--- src/rtl/serial_adder_ctrl_if.sv ---
// Handshake and result bundle for the bit-serial adder.
// The testbench drives the master side and the adder uses the slave side.
interface serial_adder_ctrl_if #(
  parameter int WIDTH = 8
);
  logic             start;
  logic [WIDTH-1:0] a;
  logic [WIDTH-1:0] b;
  logic             sub;
  logic             busy;
  logic             done;
  logic [WIDTH-1:0] s;
  logic             co;
  logic             ovf;

  modport master (
    output start, a, b, sub,
    input  busy, done, s, co, ovf
  );

  modport slave (
    input  start, a, b, sub,
    output busy, done, s, co, ovf
  );
endinterface

--- src/rtl/serial_adder_ctrl.sv ---
// Bit-serial adder: one result bit per clock, LSB first, WIDTH cycles per op.
// Define SERIAL_ADDER_CTRL_SUB_EN to enable a-b via the captured sub bit.
module serial_adder_ctrl #(
  parameter int WIDTH = 8
) (
  input logic              clk,
  input logic              rst_n,
  serial_adder_ctrl_if.slave bus
);
  localparam int CW = (WIDTH > 1) ? $clog2(WIDTH) : 1;

  typedef enum logic [1:0] {
    IDLE,
    RUN,
    DONE
  } state_e;

  state_e           state_q, state_d;
  logic [WIDTH-1:0] a_sh_q, a_sh_d;
  logic [WIDTH-1:0] b_sh_q, b_sh_d;
  logic [WIDTH-1:0] r_q, r_d;
  logic [WIDTH-1:0] s_q, s_d;
  logic [CW-1:0]    cnt_q, cnt_d;
  logic             c_q, c_d;
  logic             co_q, co_d;
  logic             ovf_q, ovf_d;
`ifdef SERIAL_ADDER_CTRL_SUB_EN
  logic             sub_q, sub_d;
`endif

  logic             ai, bi, p, g1, g2;
  logic             sum, c_nxt;
  logic [WIDTH-1:0] r_nxt;

  always_comb begin
    ai = a_sh_q[0];
`ifdef SERIAL_ADDER_CTRL_SUB_EN
    bi = b_sh_q[0] ^ sub_q;
`else
    bi = b_sh_q[0];
`endif
    p     = ai ^ bi;
    g1    = ai & bi;
    sum   = p ^ c_q;
    g2    = p & c_q;
    c_nxt = g1 | g2;
    r_nxt = (r_q >> 1) | (WIDTH'(sum) << (WIDTH - 1));
  end

  always_comb begin
    state_d = state_q;
    a_sh_d  = a_sh_q;
    b_sh_d  = b_sh_q;
    r_d     = r_q;
    s_d     = s_q;
    cnt_d   = cnt_q;
    c_d     = c_q;
    co_d    = co_q;
    ovf_d   = ovf_q;
`ifdef SERIAL_ADDER_CTRL_SUB_EN
    sub_d   = sub_q;
`endif
    unique case (state_q)
      IDLE, DONE: begin
        state_d = IDLE;
        if (bus.start) begin
          state_d = RUN;
          a_sh_d  = bus.a;
          b_sh_d  = bus.b;
          r_d     = '0;
          cnt_d   = '0;
`ifdef SERIAL_ADDER_CTRL_SUB_EN
          sub_d   = bus.sub;
          c_d     = bus.sub;
`else
          c_d     = 1'b0;
`endif
        end
      end
      RUN: begin
        a_sh_d = a_sh_q >> 1;
        b_sh_d = b_sh_q >> 1;
        r_d    = r_nxt;
        c_d    = c_nxt;
        cnt_d  = cnt_q + 1'b1;
        // c_q here is the carry into the MSB
        if (cnt_q == CW'(WIDTH - 1)) begin
          state_d = DONE;
          s_d     = r_nxt;
          co_d    = c_nxt;
          ovf_d   = c_q ^ c_nxt;
        end
      end
      default: state_d = IDLE;
    endcase
  end

  always_ff @(posedge clk) begin
    if (!rst_n) begin
      state_q <= IDLE;
      a_sh_q  <= '0;
      b_sh_q  <= '0;
      r_q     <= '0;
      s_q     <= '0;
      cnt_q   <= '0;
      c_q     <= 1'b0;
      co_q    <= 1'b0;
      ovf_q   <= 1'b0;
`ifdef SERIAL_ADDER_CTRL_SUB_EN
      sub_q   <= 1'b0;
`endif
    end else begin
      state_q <= state_d;
      a_sh_q  <= a_sh_d;
      b_sh_q  <= b_sh_d;
      r_q     <= r_d;
      s_q     <= s_d;
      cnt_q   <= cnt_d;
      c_q     <= c_d;
      co_q    <= co_d;
      ovf_q   <= ovf_d;
`ifdef SERIAL_ADDER_CTRL_SUB_EN
      sub_q   <= sub_d;
`endif
    end
  end

  assign bus.busy = (state_q == RUN);
  assign bus.done = (state_q == DONE);
  assign bus.s    = s_q;
  assign bus.co   = co_q;
  assign bus.ovf  = ovf_q;
endmodule

--- src/flat_wrapper.sv ---
// flat-port wrapper written by rule: the top's interface ports become plain ports
module serial_adder_ctrl_flat 
#(
  parameter int WIDTH = 8
)
  (clk, rst_n, bus_start, bus_a, bus_b, bus_sub, bus_busy, bus_done, bus_s, bus_co, bus_ovf);
  serial_adder_ctrl_if #(.WIDTH(WIDTH)) bus_i ();
  input logic clk;
  input logic rst_n;
  input wire logic [$bits(bus_i.start)-1:0] bus_start;
  input wire logic [$bits(bus_i.a)-1:0] bus_a;
  input wire logic [$bits(bus_i.b)-1:0] bus_b;
  input wire logic [$bits(bus_i.sub)-1:0] bus_sub;
  output wire logic [$bits(bus_i.busy)-1:0] bus_busy;
  output wire logic [$bits(bus_i.done)-1:0] bus_done;
  output wire logic [$bits(bus_i.s)-1:0] bus_s;
  output wire logic [$bits(bus_i.co)-1:0] bus_co;
  output wire logic [$bits(bus_i.ovf)-1:0] bus_ovf;
  assign bus_i.start = bus_start;
  assign bus_i.a = bus_a;
  assign bus_i.b = bus_b;
  assign bus_i.sub = bus_sub;
  assign bus_busy = bus_i.busy;
  assign bus_done = bus_i.done;
  assign bus_s = bus_i.s;
  assign bus_co = bus_i.co;
  assign bus_ovf = bus_i.ovf;
  serial_adder_ctrl #(.WIDTH(WIDTH)) u_core (.clk(clk), .rst_n(rst_n), .bus(bus_i));
endmodule
--- config.mk ---
export PLATFORM = sky130hd
export DESIGN_NAME = serial_adder_ctrl_flat
export DESIGN_NICKNAME = d
export VERILOG_FILES = /design/src/rtl/serial_adder_ctrl_if.sv /design/src/rtl/serial_adder_ctrl.sv /design/src/flat_wrapper.sv
export SDC_FILE = /design/constraint.sdc
export NUM_CORES = 1
export LEC_CHECK = 0
export ABC_AREA = 1
export CORE_MARGIN = 2
export CORE_UTILIZATION = 52
export DETAILED_ROUTE_END_ITERATION = 16
export PLACE_DENSITY = 0.79
export SLEW_MARGIN = 20
export SYNTH_ARGS = -nofsm -noshare
export SYNTH_HDL_FRONTEND = slang
export SYNTH_SLANG_ARGS = --single-unit
export TNS_END_PERCENT = 50
--- constraint.sdc ---
create_clock -name clk -period 1.75 [get_ports clk]
set_input_delay 0.35 -clock clk [delete_from_list [all_inputs] [get_ports clk]]
set_output_delay 0.35 -clock clk [all_outputs]
set_load 0.05 [all_outputs]
# == Word-level counts from Yosys, hierarchy flattened ==
# Cells that the tools add are included.
# word_totals
ff_bits,40
out_inout_bits,12
word_cells,40
in_bits,20
# op_classes
eq_ne,5
n_addsub,1
n_mux,13
n_reduce_logical,5
n_bitwise,7
# ops
operator,count
one-hot mux 8 bit (2 select lines),3
2-to-1 mux 8 bit,3
bitwise OR 7 x 8 -> 8 bit,1
one-hot mux 3 bit (2 select lines),1
one-hot mux 2 bit (2 select lines),1
AND reduction 2 bit,2
adder 3 x 1 -> 3 bit (second input constant),1
equality test 3 bit (second input constant),1
2-to-1 mux 3 bit,1
XOR 1 bit,3
bitwise AND 1 bit,2
equality test 2 x 1 -> 1 bit (second input constant),1
equality test 2 bit (second input constant),1
logical NOT 2 bit,1
2-to-1 mux 1 bit,2
2-to-1 mux 2 bit,1
inequality test 2 x 1 -> 1 bit (second input constant),1
inequality test 2 bit (second input constant),1
one-hot mux 1 bit (2 select lines),1
nonzero test 2 bit,1
OR reduction 2 bit,1
bitwise OR 1 bit,1

# == Depth between registers and ports, before layout ==
# depth
word_depth,4
depth_mapped,8
depth_no_buf,6

# == Least setup slack after synthesis ==
# No wires, ideal clock.
# synth_path
path_type,register to output
startpoint,register u_core.state_q[1]
endpoint,output port bus_done
arrival_ns,1.267
required_time_ns,1.400
path_buffers,1
path_slack_ns,0.133
path_stages_with_launch,4
path_cell_list,dfxtp_1 -> inv_2 -> buf_2 -> nor2_1
# synth_between
elab_chain_cells,1
# synth_lines
item,line_no,source
"start, declared",serial_adder_ctrl.sv:18,"state_e state_q, state_d;"
"start signal, assigned",serial_adder_ctrl.sv:113,state_q <= state_d;
equality test 2 bit,serial_adder_ctrl.sv:129,assign bus.done = (state_q == DONE);
"end, declared",flat_wrapper.sv:15,output wire logic [$bits(bus_i.done)-1:0] bus_done;
# No other way between the ends.

# == Worst setup path after layout ==
# Same ends and word-level chain as after synthesis.

==> summary.md <==
| Metric | Value |
|---|---|
| Routed vias | 1679 |
| Met3 usage | 5.28% |
| Core Rows | 21 |
| CP Cell Sequence | inv_2 -> nor2_1 -> buf_4 |
| Worst Setup End Kind | primary output |
| Worst Hold Class | reg -> reg |
| Pin count of the biggest net entering global routing | 44 |
| GRT overflow | 0 |
| Setup_tns | 0 ns |
| Port-buffer cells | 30 |
| Max cap viols | 0 |
| Area grow syn2layout | 19.9% |
| CP max stage delay | 0.42 ns |
| CP max stage cell | dfxtp_1 |
| Die span in y | 64.0 um |
| Synthesized net count | 282 |
| Starting Density | 55.1% |
| # setup viols final | 0 |
| Leading area contributor after synthesis | dfxtp_1 |
| Worst-Skew Late Latency | 0.36 ns |
| Status | finished clean |
| Avg Cell Area, Syn | 7.22 um2 |
| DR iter-0 viols | 150 |
| Finished Layout Cells | 338 |
| Nets@finish | 315 |
| Synth Register Bits | 39 |
| Cell count after synthesis | 259 |
| Relative slew slack | 65.6% |
| Die width | 64.0 um |
| H-Tree Depth | 2 |
| CP max FO | 16 |
| Synth Warn # | 0 |
| Post-Synth Adder-Cell Area | 2.41% |
| First-pass GRT wire length | 6310 um |
| Cell family with most CP delay | flip-flops |
| Avg WL per Cell | 11.0 um |
| Leakage | 1.07 nW |
| Finished Core Util | 66.1% |
| Clock transition at the registers of the reported paths | 0.13 ns |
| # fillers | 298 |
| RePlAce Congestion | 0.783 |
| Peak supply drop | 0.473 mV |
| Pre-CTS WS | 0.197 ns |
| Placed Cells | 324 |
| Post-synthesis sequential area ratio | 41.8% |
| Die area | 0.00409 mm2 |
| Mux share of post-synthesis cell area | 0% |
| CTS resizes | 0 |
| WP buf/inv | 2 |
| Cts bufs inserted | 5 |
| Cts hold-fix bufs | 0 |
| Total Power | 1.77 mW |
| Distinct cell type count after synthesis | 22 |
| I/O pin count | 32 |
| Core box area | 0.00339 mm2 |
| Commonest cells after routing, fill and taps aside | nand2_1, nand3_1, dfxtp_1 |
| Met1 GRT Util | 23.6% |
| Largest family of logic cells by synthesized area | simple AND/OR/NAND/NOR gates |
| # diodes | 0 |
| DRC violations left | 0 |
| WL final | 3730 um |
| CTS root buf | clkbuf_4 |
| ANT nets after route | 0 |
| Vias in the first global route | 1510 |
| Final min period | 1.61 ns |
| Final Worst Setup Slack | 0.135 ns |
| Initial antenna violation count | 0 |
| Clk sinks | 39 |
| Power Dens Cells | 791 mW/mm2 |
| Post-synth top area share | 41.8% |
| Pre-antenna DRT Iters | 4 |
| Startpoint types | flop |
| GRT Total Usage | 19.3% |
| Fin. max-slew vios | 0 |
| Post-Syn Area | 0.00187 mm2 |
| CTS Buffer Depth | 2 |
| Top Usage Layer GRT | met2 |
| Peak Freq | 0.619 GHz |
| Compound-cell area share of the yosys netlist | 5.82% |
| RSZ-0062 raised after global routing | false |
| CTS tree | built |
| Max Clock Skew | 0.0170 ns |
| Slew @ Worst Pin | 0.514 ns |
| Cells taking the most area after synthesis | dfxtp_1, nand3_1, nand2_1, inv_1, nor3_1 |
| Final Hold Fails | 0 |
| DP HPWL | 2350 um |
| Simple-Gate Fraction of Synth Area | 34.4% |
| Most common cell after layout, fill and taps aside | nand2_1 |
| Share of cells above drive strength 1 | 16.8% |
| Post CTS Setup Buffer Count | 0 |
| WP data arrival | 1.26 ns |
| Kind of critical path | reg -> out |
| Xor and xnor area share after synthesis | 0.469% |
| Vias per cell | 4.97 |
| Final period util | 92.3% |
| GR Util met2 | 32.4% |
| Req. time, crit path | 1.40 ns |
where the power goes:
group / switching, mW / total, mW / internal, mW
logic: 0.185 / 0.335 / 0.149
clock network: 0.302 / 0.488 / 0.186
registers: 0.0159 / 0.949 / 0.933
through the flow:
stage                     hold slack [ns]  area, um2
after floorplan                     0.428       1870
after global placement              0.450       2130
after detailed placement            0.461       2130
after CTS                           0.483       2190
after global routing                0.501       2240
final                               0.481       2240
Yosys cell counts, drive strengths merged:
| cell | instances |
|---|---|
| nand3 | 50 |
| xnor2 | 1 |
| nand2 | 60 |
| buf | 16 |
| clkinv | 1 |
| nor2 | 18 |
| nor3 | 14 |
| a21oi | 15 |
| fa | 1 |
| dfxtp | 39 |
| clkbuf | 1 |
| inv | 38 |
| o21ai | 3 |
| ha | 2 |
area by class of cell:
type	instances	area (um2)	area share (%)
sequential	39	781	34.8
timing repair buffer	43	393	17.5
clock inverter	1	5.00	0.223
clock buffer	6	51.3	2.29
tap	46	57.6	2.57
multi-input combinational	164	806	36.0
inverter	39	148	6.59
flip-flops by register name, summed over array words and instances, names as in the netlist:
name / flops
u_core.a_sh_q: 8
u_core.b_sh_q: 8
u_core.bus.co: 1
u_core.bus.ovf: 1
u_core.bus.s: 8
u_core.c_q: 1
u_core.cnt_q: 3
u_core.r_q: 7
u_core.state_q: 2
worst paths after layout:
check / start / to / slack [ns] / cells past startpoint
setup / recovery: u_core.state_q[1] / bus_done / 0.14 / 3
setup reg to reg: u_core.state_q[1] / u_core.state_q[0] / 0.34 / 5
hold reg to reg: u_core.r_q[4] / u_core.bus.s[3] / 0.48 / 2
hold / removal: u_core.r_q[4] / u_core.bus.s[3] / 0.48 / 2
tightest hold or removal path, cell delays in order, from the launching register on:
cell and delay [ns]:
dfxtp_1 0.34, nand2_1 0.07, nand2_1 0.04
cells by family (layout without fill, tap and decap cells):
logic type,after synthesis,in the layout
and+or+nand+nor,142,142
DFF,39,39
AOI/OAI and AO/OA,18,18
xor gates and xnor gates,1,1
adders and majority gates,3,3
buffers and inverters,56,89
layer usage:
metal	vias up	part of all wire [%]	wire, um
met4	0	1.2	45
met3	6	5.5	204
met1	752	47	1750
li1	875	-	-
met5	-	0	0
met2	46	46	1720
(Power assumes the default switching activity.)
